--- src/rtl/divider_pkg.sv ---
// Shared definitions for the divider sequencer: op encodings, FSM states and
// the divide-by-zero quotient constant.
package divider_pkg;

  localparam logic [1:0] DIV_OP_DIV  = 2'b00;
  localparam logic [1:0] DIV_OP_DIVU = 2'b01;
  localparam logic [1:0] DIV_OP_REM  = 2'b10;
  localparam logic [1:0] DIV_OP_REMU = 2'b11;

  // Wide enough for any supported width; users take the low bits.
  localparam logic [63:0] DIV_ZERO_QUOTIENT = '1;

  typedef enum logic [2:0] {
    ST_IDLE,
    ST_PREP,
    ST_ITER,
    ST_FIX,
    ST_DONE
  } div_state_t;

endpackage

--- src/rtl/divider_sequencer_alu.sv ---
// ArithmeticUnit: width-bit adder/subtractor. OP=0 adds (CF=carry out),
// OP=1 subtracts A-B (CF=borrow, set when A<B unsigned).
module ArithmeticUnit #(
  parameter int unsigned width = 32
) (
  input  logic             OP,
  input  logic [width-1:0] A,
  input  logic [width-1:0] B,
  output logic [width-1:0] Y,
  output logic             CF
);

  logic [width:0] sum;

  always_comb begin
    if (OP) begin
      sum = {1'b0, A} - {1'b0, B};
    end else begin
      sum = {1'b0, A} + {1'b0, B};
    end
  end

  assign Y  = sum[width-1:0];
  assign CF = sum[width];

endmodule

--- src/rtl/divider_sequencer.sv ---
// Multi-cycle restoring divider for RV32M DIV/DIVU/REM/REMU, one subtract per
// cycle through ArithmeticUnit. Define DIVIDER_SIGNED_EN for signed DIV/REM.
module divider_sequencer
  import divider_pkg::*;
#(
  parameter int unsigned width = 32
) (
  input  logic             clk,
  input  logic             rst,
  input  logic             in_valid,
  output logic             in_ready,
  input  logic [1:0]       op,
  input  logic [width-1:0] dividend,
  input  logic [width-1:0] divisor,
  output logic             out_valid,
  input  logic             out_ready,
  output logic [width-1:0] result,
  output logic             div_zero
);

  localparam int unsigned CW = $clog2(width);

  div_state_t state, state_nxt;

  logic             rem_r;
  logic [width-1:0] dvd_r, dvs_r, q_r, r_r;
  logic [CW-1:0]    count;
  logic             neg_q, neg_r;

  logic             au_op;
  logic [width-1:0] au_a, au_b, au_y;
  logic             au_cf;

  logic [width-1:0] partial;
  logic             carry, step_ok;
  logic             dvd_neg, dvs_neg, dvs_zero, ovf;
  logic [width-1:0] dvd_mag, dvs_mag, fix_val;

  ArithmeticUnit #(.width(width)) u_alu (
    .OP (au_op),
    .A  (au_a),
    .B  (au_b),
    .Y  (au_y),
    .CF (au_cf)
  );

`ifdef DIVIDER_SIGNED_EN
  localparam logic [width-1:0] MIN_INT = {1'b1, {(width-1){1'b0}}};
  logic signed_r;
  assign dvd_neg = signed_r & dvd_r[width-1];
  assign dvs_neg = signed_r & dvs_r[width-1];
  assign ovf     = signed_r && (dvd_r == MIN_INT) && (dvs_r == '1);
`else
  assign dvd_neg = 1'b0;
  assign dvs_neg = 1'b0;
  assign ovf     = 1'b0;
`endif

  assign dvd_mag  = dvd_neg ? ('0 - dvd_r) : dvd_r;
  assign dvs_mag  = dvs_neg ? ('0 - dvs_r) : dvs_r;
  assign dvs_zero = (dvs_r == '0);

  // Shift-in of the next dividend bit; the bit shifted out of R acts as the
  // 33rd bit of the partial remainder, so a set carry always means success.
  assign partial = {r_r[width-2:0], q_r[width-1]};
  assign carry   = r_r[width-1];
  assign step_ok = carry | ~au_cf;
  assign fix_val = (rem_r ? neg_r : neg_q) ? au_y : au_b;

  assign in_ready = (state == ST_IDLE);

  always_ff @(posedge clk) begin
    if (rst) begin
      state <= ST_IDLE;
    end else begin
      state <= state_nxt;
    end
  end

  always_comb begin
    state_nxt = state;
    au_op     = 1'b0;
    au_a      = '0;
    au_b      = '0;
    case (state)
      ST_IDLE: if (in_valid) state_nxt = ST_PREP;
      ST_PREP: state_nxt = (dvs_zero || ovf) ? ST_DONE : ST_ITER;
      ST_ITER: begin
        au_op = 1'b1;
        au_a  = partial;
        au_b  = dvs_r;
        if (count == '0) state_nxt = ST_FIX;
      end
      ST_FIX: begin
        au_op     = 1'b1;
        au_b      = rem_r ? r_r : q_r;
        state_nxt = ST_DONE;
      end
      ST_DONE: if (out_ready) state_nxt = ST_IDLE;
      default: state_nxt = ST_IDLE;
    endcase
  end

  always_ff @(posedge clk) begin
    if (rst) begin
      rem_r     <= 1'b0;
      dvd_r     <= '0;
      dvs_r     <= '0;
      q_r       <= '0;
      r_r       <= '0;
      count     <= '0;
      neg_q     <= 1'b0;
      neg_r     <= 1'b0;
      out_valid <= 1'b0;
      result    <= '0;
      div_zero  <= 1'b0;
`ifdef DIVIDER_SIGNED_EN
      signed_r  <= 1'b0;
`endif
    end else begin
      case (state)
        ST_IDLE: begin
          if (in_valid) begin
            rem_r    <= (op == DIV_OP_REM) || (op == DIV_OP_REMU);
            dvd_r    <= dividend;
            dvs_r    <= divisor;
`ifdef DIVIDER_SIGNED_EN
            signed_r <= (op == DIV_OP_DIV) || (op == DIV_OP_REM);
`endif
          end
        end
        ST_PREP: begin
          neg_q <= dvd_neg ^ dvs_neg;
          neg_r <= dvd_neg;
          dvs_r <= dvs_mag;
          q_r   <= dvd_mag;
          r_r   <= '0;
          count <= CW'(width - 1);
          if (dvs_zero) begin
            result    <= rem_r ? dvd_r : DIV_ZERO_QUOTIENT[width-1:0];
            div_zero  <= 1'b1;
            out_valid <= 1'b1;
          end else if (ovf) begin
            result    <= rem_r ? '0 : dvd_r;
            div_zero  <= 1'b0;
            out_valid <= 1'b1;
          end
        end
        ST_ITER: begin
          q_r   <= {q_r[width-2:0], step_ok};
          r_r   <= step_ok ? au_y : partial;
          count <= count - CW'(1);
        end
        ST_FIX: begin
          result    <= fix_val;
          div_zero  <= 1'b0;
          out_valid <= 1'b1;
        end
        ST_DONE: if (out_ready) out_valid <= 1'b0;
        default: ;
      endcase
    end
  end

endmodule
--- config.mk ---
export PLATFORM = sky130hd
export DESIGN_NAME = divider_sequencer
export DESIGN_NICKNAME = d
export VERILOG_FILES = /design/src/rtl/divider_pkg.sv /design/src/rtl/divider_sequencer_alu.sv /design/src/rtl/divider_sequencer.sv
export SDC_FILE = /design/constraint.sdc
export NUM_CORES = 1
export LEC_CHECK = 0
export ABC_AREA = 1
export CAP_MARGIN = 20
export CORE_UTILIZATION = 50
export DETAILED_ROUTE_END_ITERATION = 6
export PLACE_DENSITY = 0.72
export SLEW_MARGIN = 30
export SYNTH_ARGS = -nofsm -noshare
export SYNTH_HDL_FRONTEND = slang
export SYNTH_SLANG_ARGS = --single-unit
--- constraint.sdc ---
create_clock -name clk -period 6.4 [get_ports clk]
set_input_delay 1.28 -clock clk [delete_from_list [all_inputs] [get_ports clk]]
set_output_delay 1.28 -clock clk [all_outputs]
set_load 0.1 [all_outputs]
==> qor.yml <==
outcome:
  status: "complete, no violations"
placed_design:
  io_buffers: 103
  dp_hpwl_mm: 23.1
  place.gp.congestion: 0.939
cts:
  htree_levels: 4
  post-cts-setup-buffers: 0
  cts.clk_slew.worst_paths_ps: 70
  insertion_delay_ps: 430
  hold_buffers: 0
  clockBufferDepth: 2
  cts_buffers: 17
  cts_tree: "done"
  cts_resized: 0
  cts_num_sinks: 171
  root_buffer: "clkbuf_16"
die:
  die-area_mm2: 0.0212
  rows: 52
  pin_count: 105
  die_w_um: 146
  initial_core_util: 0.510
  die_h_um: 146
  coreArea_mm2: 0.0202
logic_synthesis:
  synth_area_leaders: "dfxtp_1 (33%), nand2_1 (14%), inv_1 (9.3%)"
  ys_ff_latch: 171
  ys_seq_area_frac: 0.332
  syn-num-nets: 1724
  yosysTopAreaCellShare: 0.332
  synth_area_mm2: 0.0103
  syn-instance-count: 1619
  synth_cell_types: 43
  avgSynthCellArea_um2: 6.37
  synth-edff-count: 0
  synth-async-reset-ratio: 0
  synth_top_area_cell: "dfxtp_1"
  synth_warnings: 0
  yosysMostFrequentCell: "nand2_1"
  synth_commonest_cells: "nand2_1 (384), inv_1 (257), a21oi_1 (188), dfxtp_1 (171), nor2_1 (130)"
  synth_ff_type: "dfxtp_1"
cells_and_area:
  area_growth_pct: 16.8
  antenna-diode-count: 0
  drive_above_1_share: 0.0476
  fillers: 1943
  fin_nets: 1773
flow_run:
  maxCapViolations: 0
timing:
  finClkSkew_ps: 10.9
  setup_viol_count_final: 0
  rsz0062_at_grt: "no"
  slew_violations: 0
  fmax_ghz: 0.217
  min_period_ps: 4610
  fin_crit_sh: 0.720
  worst_pin_slew_ps: 1010
  timing.setup.tns_ps: 0
  max_slew_margin: 0.324
  hold_viol_final: 0
grt:
  grt_start_max_net_pins: 103
  grt_usage: 0.305
  antenna_found_initial: 0
  first_global_vias: 9778
  gr-total-overflow: 0
  grt_pass1_wl_mm: 51.1
worst_hold_path:
  hold_class: "reg -> reg"
  min_path_cells: 2
worst_setup_path:
  cp_max_fo: 87
  reg2reg_depth: 18
  critical_path_depth: 18
  worst_path_max_delay_cell: "buf_4"
  path_delay_family: "simple AND/OR/NAND/NOR gates"
  setup.worst_path.class: "reg -> reg"
  end_kind: "flop"
  arrival_ps: 4880
  path_cells: "buf_4 > nor2_1 > a211oi_1 > o21bai_1 > inv_1 > ha_1 > nand2_2 > inv_1 > a21oi_1 > nand2_2 > nand2_1 > nand2_2 > nand2_4 > nand3_4 > nand2_4 > o21ai_0 > nand2_1 > a21oi_1"
  cpPeakStageDelay_ps: 660
  start_kind: "flop"
  crit_buf_inv: 3
  required_ps: 6680
  cpMostUsedCell: "nand2_2"
route:
  wirelength_mm: 32.6
  highest-signal-layer: "met4"
  wire_per_inst_um: 16.7
  dr_total_vias: 10597
  wl_met2_mm: 15.5
  routed-wl-met3_mm: 1.84
  drtIter0Drc: 866
  drc_errors: 0
  firstDrtPassIters: 7
  via_per_inst: 5.43
  wl_met1_mm: 14.3
  antenna_left: 0
power_and_ir_drop:
  ir_drop_mv: 0.215
  p_leak_uw: 0.00499
  finalPower_uw: 4520
  powerDensity_mw_per_mm2: 375
## cell type report
cell class | count | area [um2] | share of cell area
Tap cell | 270 | 338 | 0.0280
Clock inverter | 13 | 158 | 0.0131
Timing Repair Buffer | 113 | 1100 | 0.0915
Clock buffer | 19 | 443 | 0.0367
Sequential cell | 171 | 3420 | 0.284
Inverter | 266 | 1000 | 0.0830
Multi-Input combinational cell | 1099 | 5590 | 0.464
## tightest hold or removal path: stages, from the launching register on
cell and delay, ps:
dfxtp_1 310, nand2_1 60, a21oi_1 50
## metal layers
metal / vias up / GRT usage
met5: - / 0
met4: 0 / 0.107
met3: 52 / 0.0414
met2: 355 / 0.519
met1: 4873 / 0.397
li1: 5317 / -
## worst paths after layout
check,to,slack [ps],start
max,r_r[6]$_SDFFE_PP0P_,1790,rem_r$_SDFFE_PP0P_
max reg2reg,r_r[6]$_SDFFE_PP0P_,1790,rem_r$_SDFFE_PP0P_
min reg2reg,result[20]$_SDFFE_PP0P_,460,result[20]$_SDFFE_PP0P_
min,result[20]$_SDFFE_PP0P_,460,result[20]$_SDFFE_PP0P_
## layout by cell type (no fill, tap or decap), types with 26 or more instances in the layout
cell             Yosys  layout
a21oi_1            188     188
a31oi_1             26      26
clkdlybuf4s50_1      0     102
dfxtp_1            171     170
ha_1                34      34
inv_1              257     255
nand2_1            384     383
nand3_1             61      61
nand4_1             28      28
nor2_1             130     130
o21ai_0            107     107
o21bai_1            33      33
## registers in the layout, indices dropped and copies added (netlist names)
register	cells
r_r	32
dvs_mag	32
count	5
out_valid	1
result	32
rem_r	1
state	3
q_r	32
div_zero	1
dvd_mag	32
## per-stage QoR
step           area [um2]  hold WS [ps]  setup WS (ps)  cells   util
2_1_floorplan       10300           443           2590   1619      -
3_3_place_gp        11400           450           2030   1919  0.566
3_5_place_dp        11400           452           2020   1919  0.566
4_1_cts             12000           464           1980   1951  0.595
5_1_grt             12100           482           1600   1951  0.596
6_report            12100           463           1790   1951  0.596
## power breakdown
part	internal, uW	leakage [uW]	total [uW]	switching (uW)
registers	1220	0.00140	1310	87.5
clock network	596	0.000285	1060	466
logic	629	0.00331	2150	1530
## cell families (layout without fill, tap and decap cells)
kind of cell               count (synthesis)  after routing  share of synthesized area
xor gates and xnor gates                  15             15                     0.0127
AOI/OAI and AO/OA                        404            404                      0.220
adders and majority gates                 35             35                     0.0432
DFF                                      171            171                      0.332
buffers and inverters                    349            411                      0.130
and+or+nand+nor                          645            645                      0.262
No activity file was read; power rests on OpenSTA's default activity.
